==> src/rtl/timing_pkg.sv <==
// Shared types and limits for the timing ring phase generator.
package timing_pkg;

    typedef enum logic [1:0] {
        ST_IDLE  = 2'd0,
        ST_PULSE = 2'd1,
        ST_GAP   = 2'd2
    } ring_state_e;

    localparam int MAX_PHASES = 16;

endpackage

==> src/rtl/timing_ring_edge_det.sv <==
// Rising-edge detector with a registered last value; no edge is reported
// until one clock has been observed after reset.
module edge_det (
    input  logic i_clk,
    input  logic i_reset,
    input  logic i_sig,
    output logic o_rise
);

    logic last_q;
    logic valid_q;

    // NOTE: sequential state always uses non-blocking assignments.
    always_ff @(posedge i_clk) begin
        if (i_reset) begin
            last_q  <= 1'b0;
            valid_q <= 1'b0;
        end else begin
            last_q  <= i_sig;
            valid_q <= 1'b1;
        end
    end

    // valid_q masks the first post-reset clock so a held-high input is not an edge
    assign o_rise = valid_q & i_sig & ~last_q;

endmodule

==> src/rtl/timing_ring.sv <==
// Ring of PHASES non-overlapping phase pulses, WIDTH clocks high, GAP clocks apart.
// Define TIMING_RING_STEP_EN to add single-step control (i_step_mode, i_step).
module timing_ring
    import timing_pkg::*;
#(
    parameter int PHASES = 4,
    parameter int WIDTH  = 2,
    parameter int GAP    = 1
) (
    input  logic              i_clk,
    input  logic              i_reset,
    input  logic              i_start,
    input  logic              i_stop,
    input  logic              i_dc_stop,
`ifdef TIMING_RING_STEP_EN
    input  logic              i_step_mode,
    input  logic              i_step,
`endif
    output logic [PHASES-1:0] o_phase,
    output logic              o_running,
    output logic              o_cycle_end
);

    localparam int IDX_W   = $clog2(PHASES);
    localparam int CNT_MAX = (WIDTH > GAP) ? WIDTH : GAP;
    localparam int CNT_W   = (CNT_MAX > 1) ? $clog2(CNT_MAX) : 1;

    if (PHASES < 2 || PHASES > MAX_PHASES || WIDTH < 1 || GAP < 1) begin : g_bad_params
        $error("timing_ring: parameter out of range");
    end

    ring_state_e      state_q, state_d;
    logic [IDX_W-1:0] idx_q, idx_d;
    logic [CNT_W-1:0] cnt_q, cnt_d;
    logic             stop_q, stop_d;

    logic start_rise;
    logic advance;
    logic pulse_done;
    logic gap_done;
    logic last_phase;

    edge_det u_start_det (
        .i_clk   (i_clk),
        .i_reset (i_reset),
        .i_sig   (i_start),
        .o_rise  (start_rise)
    );

`ifdef TIMING_RING_STEP_EN
    logic step_rise;

    edge_det u_step_det (
        .i_clk   (i_clk),
        .i_reset (i_reset),
        .i_sig   (i_step),
        .o_rise  (step_rise)
    );

    assign advance = ~i_step_mode | step_rise;
`else
    assign advance = 1'b1;
`endif

    assign pulse_done = (cnt_q == CNT_W'(WIDTH - 1));
    assign gap_done   = (cnt_q == CNT_W'(GAP - 1));
    assign last_phase = (idx_q == IDX_W'(PHASES - 1));

    // NOTE: every always_comb output gets a default first so no latch is inferred.
    always_comb begin
        state_d = state_q;
        idx_d   = idx_q;
        cnt_d   = cnt_q;
        stop_d  = stop_q;

        case (state_q)
            ST_IDLE: begin
                if (start_rise) begin
                    state_d = ST_PULSE;
                    idx_d   = '0;
                    cnt_d   = '0;
                    stop_d  = i_stop;
                end
            end
            ST_PULSE: begin
                stop_d = stop_q | i_stop;
                if (pulse_done) begin
                    state_d = ST_GAP;
                    cnt_d   = '0;
                end else begin
                    cnt_d = cnt_q + 1'b1;
                end
            end
            ST_GAP: begin
                stop_d = stop_q | i_stop;
                if (!gap_done) begin
                    cnt_d = cnt_q + 1'b1;
                end else if (advance) begin
                    cnt_d = '0;
                    if (last_phase) begin
                        idx_d = '0;
                        if (stop_q | i_stop) begin
                            state_d = ST_IDLE;
                            stop_d  = 1'b0;
                        end else begin
                            state_d = ST_PULSE;
                        end
                    end else begin
                        idx_d   = idx_q + 1'b1;
                        state_d = ST_PULSE;
                    end
                end
            end
            default: begin
                state_d = ST_IDLE;
                idx_d   = '0;
                cnt_d   = '0;
                stop_d  = 1'b0;
            end
        endcase

        // Immediate stop overrides everything except reset
        if (!i_dc_stop) begin
            state_d = ST_IDLE;
            idx_d   = '0;
            cnt_d   = '0;
            stop_d  = 1'b0;
        end
    end

    always_ff @(posedge i_clk) begin
        if (i_reset) begin
            state_q <= ST_IDLE;
            idx_q   <= '0;
            cnt_q   <= '0;
            stop_q  <= 1'b0;
        end else begin
            state_q <= state_d;
            idx_q   <= idx_d;
            cnt_q   <= cnt_d;
            stop_q  <= stop_d;
        end
    end

    // Outputs decode registered state only, so one-hot and gap spacing hold by construction
    assign o_phase     = (state_q == ST_PULSE) ? (PHASES'(1) << idx_q) : '0;
    assign o_running   = (state_q != ST_IDLE);
    assign o_cycle_end = (state_q == ST_GAP) & gap_done & last_phase & advance;

endmodule

==> config.mk <==
export PLATFORM = sky130hd
export DESIGN_NAME = timing_ring
export DESIGN_NICKNAME = d
export VERILOG_FILES = /design/src/rtl/timing_pkg.sv /design/src/rtl/timing_ring_edge_det.sv /design/src/rtl/timing_ring.sv
export SDC_FILE = /design/constraint.sdc
export NUM_CORES = 1
export LEC_CHECK = 0
export ABC_AREA = 1
export BUFFER_PORTS_ARGS = -buffer_cell sky130_fd_sc_hd__buf_2
export CAP_MARGIN = 20
export CORE_MARGIN = 1.5
export CORE_UTILIZATION = 25
export DETAILED_ROUTE_END_ITERATION = 7
export MAX_ROUTING_LAYER = met4
export PLACE_DENSITY = 0.46
export RECOVER_POWER = 25
export SLEW_MARGIN = 20
export SYNTH_ARGS = -nofsm -noshare
export SYNTH_HDL_FRONTEND = slang
export SYNTH_SLANG_ARGS = --single-unit
==> constraint.sdc <==
create_clock -name i_clk -period 1.25 [get_ports i_clk]
set_input_delay 0.1875 -clock i_clk [delete_from_list [all_inputs] [get_ports i_clk]]
set_output_delay 0.1875 -clock i_clk [all_outputs]
set_load 0.03 [all_outputs]
Yosys cells after proc, flatten, opt, wreduce, memory -nomap -nowiden
Index checks and enable logic that the tools add are counted.
{"block": "word_totals", "reg_bits": 8, "word_cells": 49}
{"block": "classes", "add_sub_neg": 2, "shifts": 1, "n_mux": 20, "n_eq_ne": 6, "bitwise_logic": 9, "reduce_logical": 5}
{"op": "$mux W2", "n": 7}
{"op": "$pmux W2 S3", "n": 2}
{"op": "$mux W1", "n": 8}
{"op": "$ne A2 B2 Y1 const B", "n": 3}
{"op": "$pmux W1 S3", "n": 2}
{"op": "$reduce_and A3 Y1", "n": 2}
{"op": "$and A1 B1 Y1", "n": 4}
{"op": "$eq A2 B2 Y1 const B", "n": 2}
{"op": "$mux W4", "n": 1}
{"op": "$not A1 Y1", "n": 4}
{"op": "$shl A1 B2 Y4 const A", "n": 1}
{"op": "$add A2 B1 Y2 const B", "n": 1}
{"op": "$eq A2 B1 Y1 const B", "n": 1}
{"op": "$logic_not A2 Y1", "n": 1}
{"op": "$reduce_bool A2 Y1", "n": 1}
{"op": "$reduce_or A2 Y1", "n": 1}
{"op": "$add A1 B1 Y1 const B", "n": 1}
{"op": "$or A1 B1 Y1", "n": 1}

Longest topological paths before layout
Gate-level depths: netlist of run 1.
{"block": "depth", "ltp_word": 5, "ltp_mapped": 8, "depth_no_buf": 7}

By module
Synthesis of run 1 repeated with hierarchy kept, for this count alone.
{"block": "hier_totals", "hier_cells": 79, "hier_area_um2": 555.5}
{"module": "timing_ring", "instances": 1, "cells_per_inst": 72, "seq_area_each_um2": 120.1, "area_per_inst_um2": 494.2}
{"module": "edge_det", "instances": 1, "cells_per_inst": 7, "seq_area_each_um2": 40.0, "area_per_inst_um2": 61.3}

Least setup slack after synthesis of run 1
No wires, ideal clock.
{"block": "synth_timing", "kind": "register to output", "start": "reg state_q[0]", "end": "out o_cycle_end", "stages_incl_launch_ff": 5, "path_slack_ps": -308, "path_buffers": 0, "arrival_time_ps": 1371, "required_time_ps": 1062, "cell_sequence": "dfxtp_1 > inv_1 > ha_1 > inv_1 > nor3_1"}
{"block": "synth_via", "elab_chain_cells": 3}
{"element": "start, declared", "line": "timing_ring.sv:32", "rtl": "ring_state_e state_q, state_d;"}
{"element": "start signal, assigned", "line": "timing_ring.sv:138", "rtl": "state_q <= state_d;"}
{"element": "$eq A2 B2 Y1", "line": "timing_ring.sv:148", "rtl": "assign o_cycle_end = (state_q == ST_GAP) & gap_done & last_phase & advance;"}
{"element": "$and A1 B1 Y1 (2 in series)", "line": "timing_ring.sv:148"}
{"element": "end, declared", "line": "timing_ring.sv:21", "rtl": "output logic o_cycle_end"}
No other way between the ends.

Worst setup path in the final report of run 1
Ends and elaborated chain as after synthesis.

==> impl_metrics.py, run 1 <==
metrics = {
    "clock_tree": {
        "root_buffer": "clkbuf_4",
        "cts.sinks": 8,
        "postCtsHoldBufs": 0,
        "cts_max_path_buffers": 2,
        "cts_made_buffers": 3,
        "clock_latency_ps": 260,
        "clkTransAtPathRegs_ps": 60,
        "h-tree-depth": 1,
        "cts_tree": "built",
    },
    "place": {
        "place_hpwl_um": 774,
        "place_ws_ps": -39.88,
        "io_buffer_count": 10,
        "gp_congestion": 0.7439,
    },
    "sta": {
        "setup_viol_count_final": 5,
        "rsz0062_at_grt": "true",
        "slew_viol_final": 0,
        "fin_crit_ps": 1322,
        "worst_slack_ps": -72.01,
        "hold_slack_ps": 104.4,
        "max_slew.worst_pin.slew_ps": 268.8,
        "hold_violations": 0,
        "fmax_mhz": 756.4,
        "slew_headroom": 0.8206,
        "clock_skew_ps": 2.632,
        "min_period_over_period": 1.058,
    },
    "global_route": {
        "antenna_found_initial": 0,
        "grt_pass1_vias": 417,
        "track_usage": 0.09850,
        "grt_max_degree": 7,
        "grt_pass1_wl_mm": 1.752,
        "grt-ovfl-total": 0,
    },
    "synthesis": {
        "synth_area_leaders": "dfxtp_1 29%, ha_1 18%, inv_1 9.6%",
        "netlist.area_leader.share": 0.2922,
        "yosysWarnings": 0,
        "syn-num-nets": 88,
        "seq_area_frac_synth": 0.2922,
        "syn_inst": 75,
        "ys_seq_elements": 8,
        "syn_avg_cell_area_um2": 7.307,
        "yosysUniqueCellTypes": 19,
        "synth_top_cell_by_area": "dfxtp_1",
        "syn_area_um2": 548.0,
    },
    "min_path": {
        "holdCritStartpoint": "i_reset",
        "min_path_type": "primary input to register",
    },
    "floorplanning": {
        "rows": 16,
        "ios": 11,
        "die_w_um": 49.82,
        "design.die.area_mm2": 0.002482,
        "initial_utilization": 0.2710,
        "core_area_mm2": 0.002022,
        "die_h_um": 49.82,
    },
    "setup_path": {
        "cp.required_ps": 1060,
        "path_class": "register to primary output",
        "worstPathArrival_ps": 1130,
        "cp-end-kind": "primary output",
        "cp-start-kind": "register",
        "ff2ff_setup_slack_ps": 10,
        "reg2reg_to": "state_q[0]",
        "r2r_cells": 8,
        "r2r_start": "state_q[0]",
        "setup.worst_path.start": "state_q[0]",
        "critPathMaxFanout": 3,
        "crit_end": "o_cycle_end",
    },
    "routing": {
        "totalWireLength_mm": 1.088,
        "ant_nets": 0,
        "via_per_inst": 4.158,
        "first_iter_violations": 1,
        "vias": 499,
        "post_drt_wl_per_cell_um": 9.067,
        "drt_first_pass_iters": 3,
        "drc_errors": 0,
    },
    "finish": {
        "n_antenna_cell": 0,
        "nets": 108,
        "drive_gt1_frac": 0.5591,
        "syn2layout_area_growth_pct": 52.51,
    },
    "power_and_ir_drop": {
        "peakVddDrop_mv": 0.4048,
        "leakage_nw": 0.3788,
        "power.density_mw_per_mm2": 827.7,
    },
    "run_status": {
        "outcome": "finished, violations left",
        "violations": "setup timing",
    },
    "flow_run": {
        "timing.max_cap.violations": 0,
    },
}
[critical path, cell delays in order (launching register included)]
cell	delay [ps]
dfxtp_4	360
inv_4	80
ha_4	130
inv_2	40
nor3_4	110
buf_6	150
[how the worst min path moves through the flow]
stage | cells after the start | endpoint | slack, ps
finish | 2 | u_start_det.valid_q | 100
global route | 2 | u_start_det.valid_q | 100
CTS | 2 | u_start_det.valid_q | 100
detailed placement | 2 | u_start_det.valid_q | 370
global placement | 2 | u_start_det.valid_q | 370
floorplan | 1 | u_start_det.valid_q | 250
[report_power, final]
group	total (mW)	internal [mW]	switching (mW)
sequential	0.287	0.267	0.0194
combinational	0.200	0.0861	0.114
clock	0.205	0.110	0.0950
total	0.692	0.464	0.228
[kinds of logic (layout without fill, tap and decap cells)]
group,Yosys count,in the layout,synth area share
DFF,8,8,0.2922
AOI/OAI and AO/OA,12,12,0.1142
and+or+nand+nor,28,28,0.2694
adders and majority gates,8,8,0.1827
buffers and inverters,19,37,0.1416
[flip-flops by register name, summed over array words and instances (netlist names)]
register and count:
cnt_q 1, idx_q 2, state_q 2, stop_q 1, u_start_det.valid_q 1, u_start_det.last_q 1
[per-layer routing]
metal  share of wire  GRT usage  wire, um  vias to the layer above
li1                -          -         -                      267
met1            0.50     0.1229       546                      216
met2            0.44     0.1422       481                       12
met3           0.029    0.01818        32                        4
met4           0.026    0.06944        28                        0
met5               0          -         0                        -
[placed cells by master, fill, tap and decap left out, types with 2 or more instances in the layout]
cell type / count
a21oi_1: 3
inv_2: 10
a21oi_2: 3
nor2_1: 5
nand3_4: 2
nand2_2: 4
buf_2: 3
ha_1: 3
inv_1: 4
dfxtp_4: 4
inv_4: 3
o21ai_1: 3
buf_6: 6
clkbuf_4: 3
o21ai_0: 2
ha_4: 4
nand2_1: 12
buf_4: 6
dfxtp_1: 4
[final cells by class]
class / instances / area [um2]
Sequential cell: 8 / 175.2
Multi-Input combinational cell: 48 / 397.9
Timing Repair Buffer: 16 / 131.4
Fill cell: 208 / 1186
Inverter: 18 / 75.07
Clock buffer: 3 / 22.52
Tap cell: 27 / 33.78
[stage by stage]
stage               instance area, um2    util  instances  setup TNS (ps)  power, mW
finish                           835.8  0.4134        120          -225.7     0.6918
global route                     835.8  0.4134        120          -595.4     0.7339
CTS                              799.5  0.3954        119          -275.7     0.6861
detailed placement               643.1  0.3181        112          -123.9     0.4386
global placement                 643.1  0.3181        112          -137.1     0.4399
floorplan                        559.3       -         75               0     0.4011
[cells in the mapped netlist]
master and n:
a21o_1 1, nand3_1 1, a21oi_1 6, inv_1 14, inv_4 1, buf_4 1
nand2_2 2, o21ai_0 2, o21ai_1 3, nand2_4 1, nor3_1 2, inv_2 2
clkinv_1 1, dfxtp_1 8, nand3_4 1, nand2_1 14, nand3_2 2, ha_1 8
nor2_1 5
[what timing repair did]
item	CTS	global route
setup endpoints to repair	8	10
setup buffers	4	1
resized for setup	35	12
pin swaps	4	2
Power figures use the tool's default switching activity.
==> run 2: changes to the inputs <==
CORE_AREA = 2 2 39 41   (was default)
CORE_MARGIN = default   (was 1.5)
CORE_UTILIZATION = default   (was 25)
DIE_AREA = 0 0 41 43   (was default)
PLACE_DENSITY = 0.66   (was 0.46)
==> impl_metrics.py, run 2 (synthesis results as in run 1) <==
metrics = {
    "global_route": {
        "grt_pass1_vias": 446,
        "grt_max_degree": 7,
        "grt_pass1_wl_mm": 1.642,
        "antenna_found_initial": 0,
        "track_usage": 0.1464,
        "grt-ovfl-total": 0,
    },
    "setup_path": {
        "r2r_start": "state_q[0]",
        "path_class": "register to primary output",
        "setup.worst_path.start": "idx_q[0]",
        "r2r_cells": 8,
        "crit_end": "o_cycle_end",
        "cp.required_ps": 1060,
        "worstPathArrival_ps": 1120,
        "ff2ff_setup_slack_ps": 10,
        "critPathMaxFanout": 4,
        "cp-end-kind": "primary output",
        "reg2reg_to": "state_q[0]",
        "cp-start-kind": "register",
    },
    "sta": {
        "clock_skew_ps": 0.6302,
        "fin_crit_ps": 1303,
        "slew_headroom": 0.7883,
        "hold_violations": 0,
        "slew_viol_final": 0,
        "rsz0062_at_grt": "true",
        "setup_viol_count_final": 5,
        "max_slew.worst_pin.slew_ps": 317.1,
        "min_period_over_period": 1.042,
        "fmax_mhz": 767.5,
        "worst_slack_ps": -52.99,
    },
    "finish": {
        "final_common_cell": "nand2_1",
        "drive_gt1_frac": 0.5217,
        "n_antenna_cell": 0,
        "final_cells": 108,
        "multiInputGateArea_um2": 389.1,
        "nets": 107,
        "final_cell_mix": "12 x nand2_1, 7 x inv_2, 6 x buf_6",
        "fill_cells": 123,
        "largestRegisters": "idx_q (2), state_q (2)",
        "stdcell_area_um2": 810.8,
        "syn2layout_area_growth_pct": 47.95,
        "regArea_um2": 175.2,
    },
    "floorplanning": {
        "core_area_mm2": 0.001384,
        "rows": 14,
        "die_w_um": 41,
        "initial_utilization": 0.3960,
        "design.die.area_mm2": 0.001763,
        "die_h_um": 43,
        "ios": 11,
    },
    "clock_tree": {
        "h-tree-depth": 1,
        "cts.sinks": 8,
        "clkTransAtPathRegs_ps": 50,
        "clock_latency_ps": 240,
        "cts_max_path_buffers": 2,
        "root_buffer": "clkbuf_4",
        "cts_made_buffers": 3,
        "cts_tree": "built",
    },
    "power_and_ir_drop": {
        "peakVddDrop_mv": 0.5608,
        "leakage_nw": 0.3884,
        "total_power_mw": 0.6644,
        "power.density_mw_per_mm2": 819.4,
    },
    "run_status": {
        "violations": "setup timing",
        "outcome": "finished, violations left",
    },
    "place": {
        "place_hpwl_um": 754.8,
        "place_inst": 101,
        "gp_congestion": 0.8173,
        "placed_area_um2": 629.4,
        "io_buffer_count": 10,
    },
    "routing": {
        "drt_first_pass_iters": 4,
        "totalWireLength_mm": 1.012,
        "drc_errors": 0,
        "ant_nets": 0,
        "via_per_inst": 4.630,
        "first_iter_violations": 5,
        "vias": 500,
        "post_drt_wl_per_cell_um": 9.370,
    },
    "min_path": {
        "min_path_type": "primary input to register",
    },
    "flow_run": {
        "timing.max_cap.violations": 0,
    },
}
[run 2: changes by cell type in the layout (fill, tap and decap cells not counted), sizes merged]
| cell | previous run | this run |
|---|---|---|
| buf | 15 | 14 |
[run 2: cell type report]
class | count | share of cell area
inverter | 18 | 0.09877
tap | 16 | 0.02469
multi-input combinational | 48 | 0.4799
sequential | 8 | 0.2160
timing repair buffer | 15 | 0.1528
clock buffer | 3 | 0.02778
[run 2: where the power goes]
part / switching (mW) / internal [mW] / total [mW]
Clock: 0.0781 / 0.109 / 0.187
Combinational: 0.108 / 0.0820 / 0.190
Sequential: 0.0195 / 0.268 / 0.287
Total: 0.205 / 0.459 / 0.664
[run 2: through the flow]
stage	TNS, ps	hold WS (ps)	worst slack, ps	utilization
6_report	-147.6	116.9	-52.99	0.5859
5_1_grt	-598.6	110.6	-116.3	0.5859
4_1_cts	-281.8	104.2	-79.36	0.5651
3_5_place_dp	-140.0	372.5	-27.70	0.4548
3_3_place_gp	-11.25	367.7	-7.449	0.4548
2_1_floorplan	0	246.8	24.05	-
[run 2: how the worst min path moves through the flow]
stage                  from                   to  slack, ps  depth (start not counted)
finish              i_reset  u_start_det.valid_q        120                          2
global route        i_reset  u_start_det.valid_q        110                          2
CTS                 i_reset  u_start_det.valid_q        100                          2
detailed placement  i_reset  u_start_det.valid_q        370                          2
global placement    i_reset  u_start_det.valid_q        370                          2
floorplan           i_reset  u_start_det.valid_q        250                          1
[run 2: critical path, stage by stage, from the launching register on]
cell	delay (ps)
dfxtp_4	370
ha_4	160
inv_4	40
nor3_4	150
buf_6	150
[run 2: repair_timing]
action	in CTS	in global routing
endpoints found under the setup margin	10	9
pin swaps	3	4
buffers inserted	4	0
hold buffers	0	0
resized for setup	34	12
[run 2: routing by layer]
| layer | vias up | track usage | wire [um] |
|---|---|---|---|
| met5 | - | - | 0 |
| met1 | 223 | 0.1521 | 441 |
| met2 | 11 | 0.2313 | 517 |
| met4 | 0 | 0.1200 | 13 |
| li1 | 264 | - | - |
| met3 | 2 | 0.01571 | 39 |
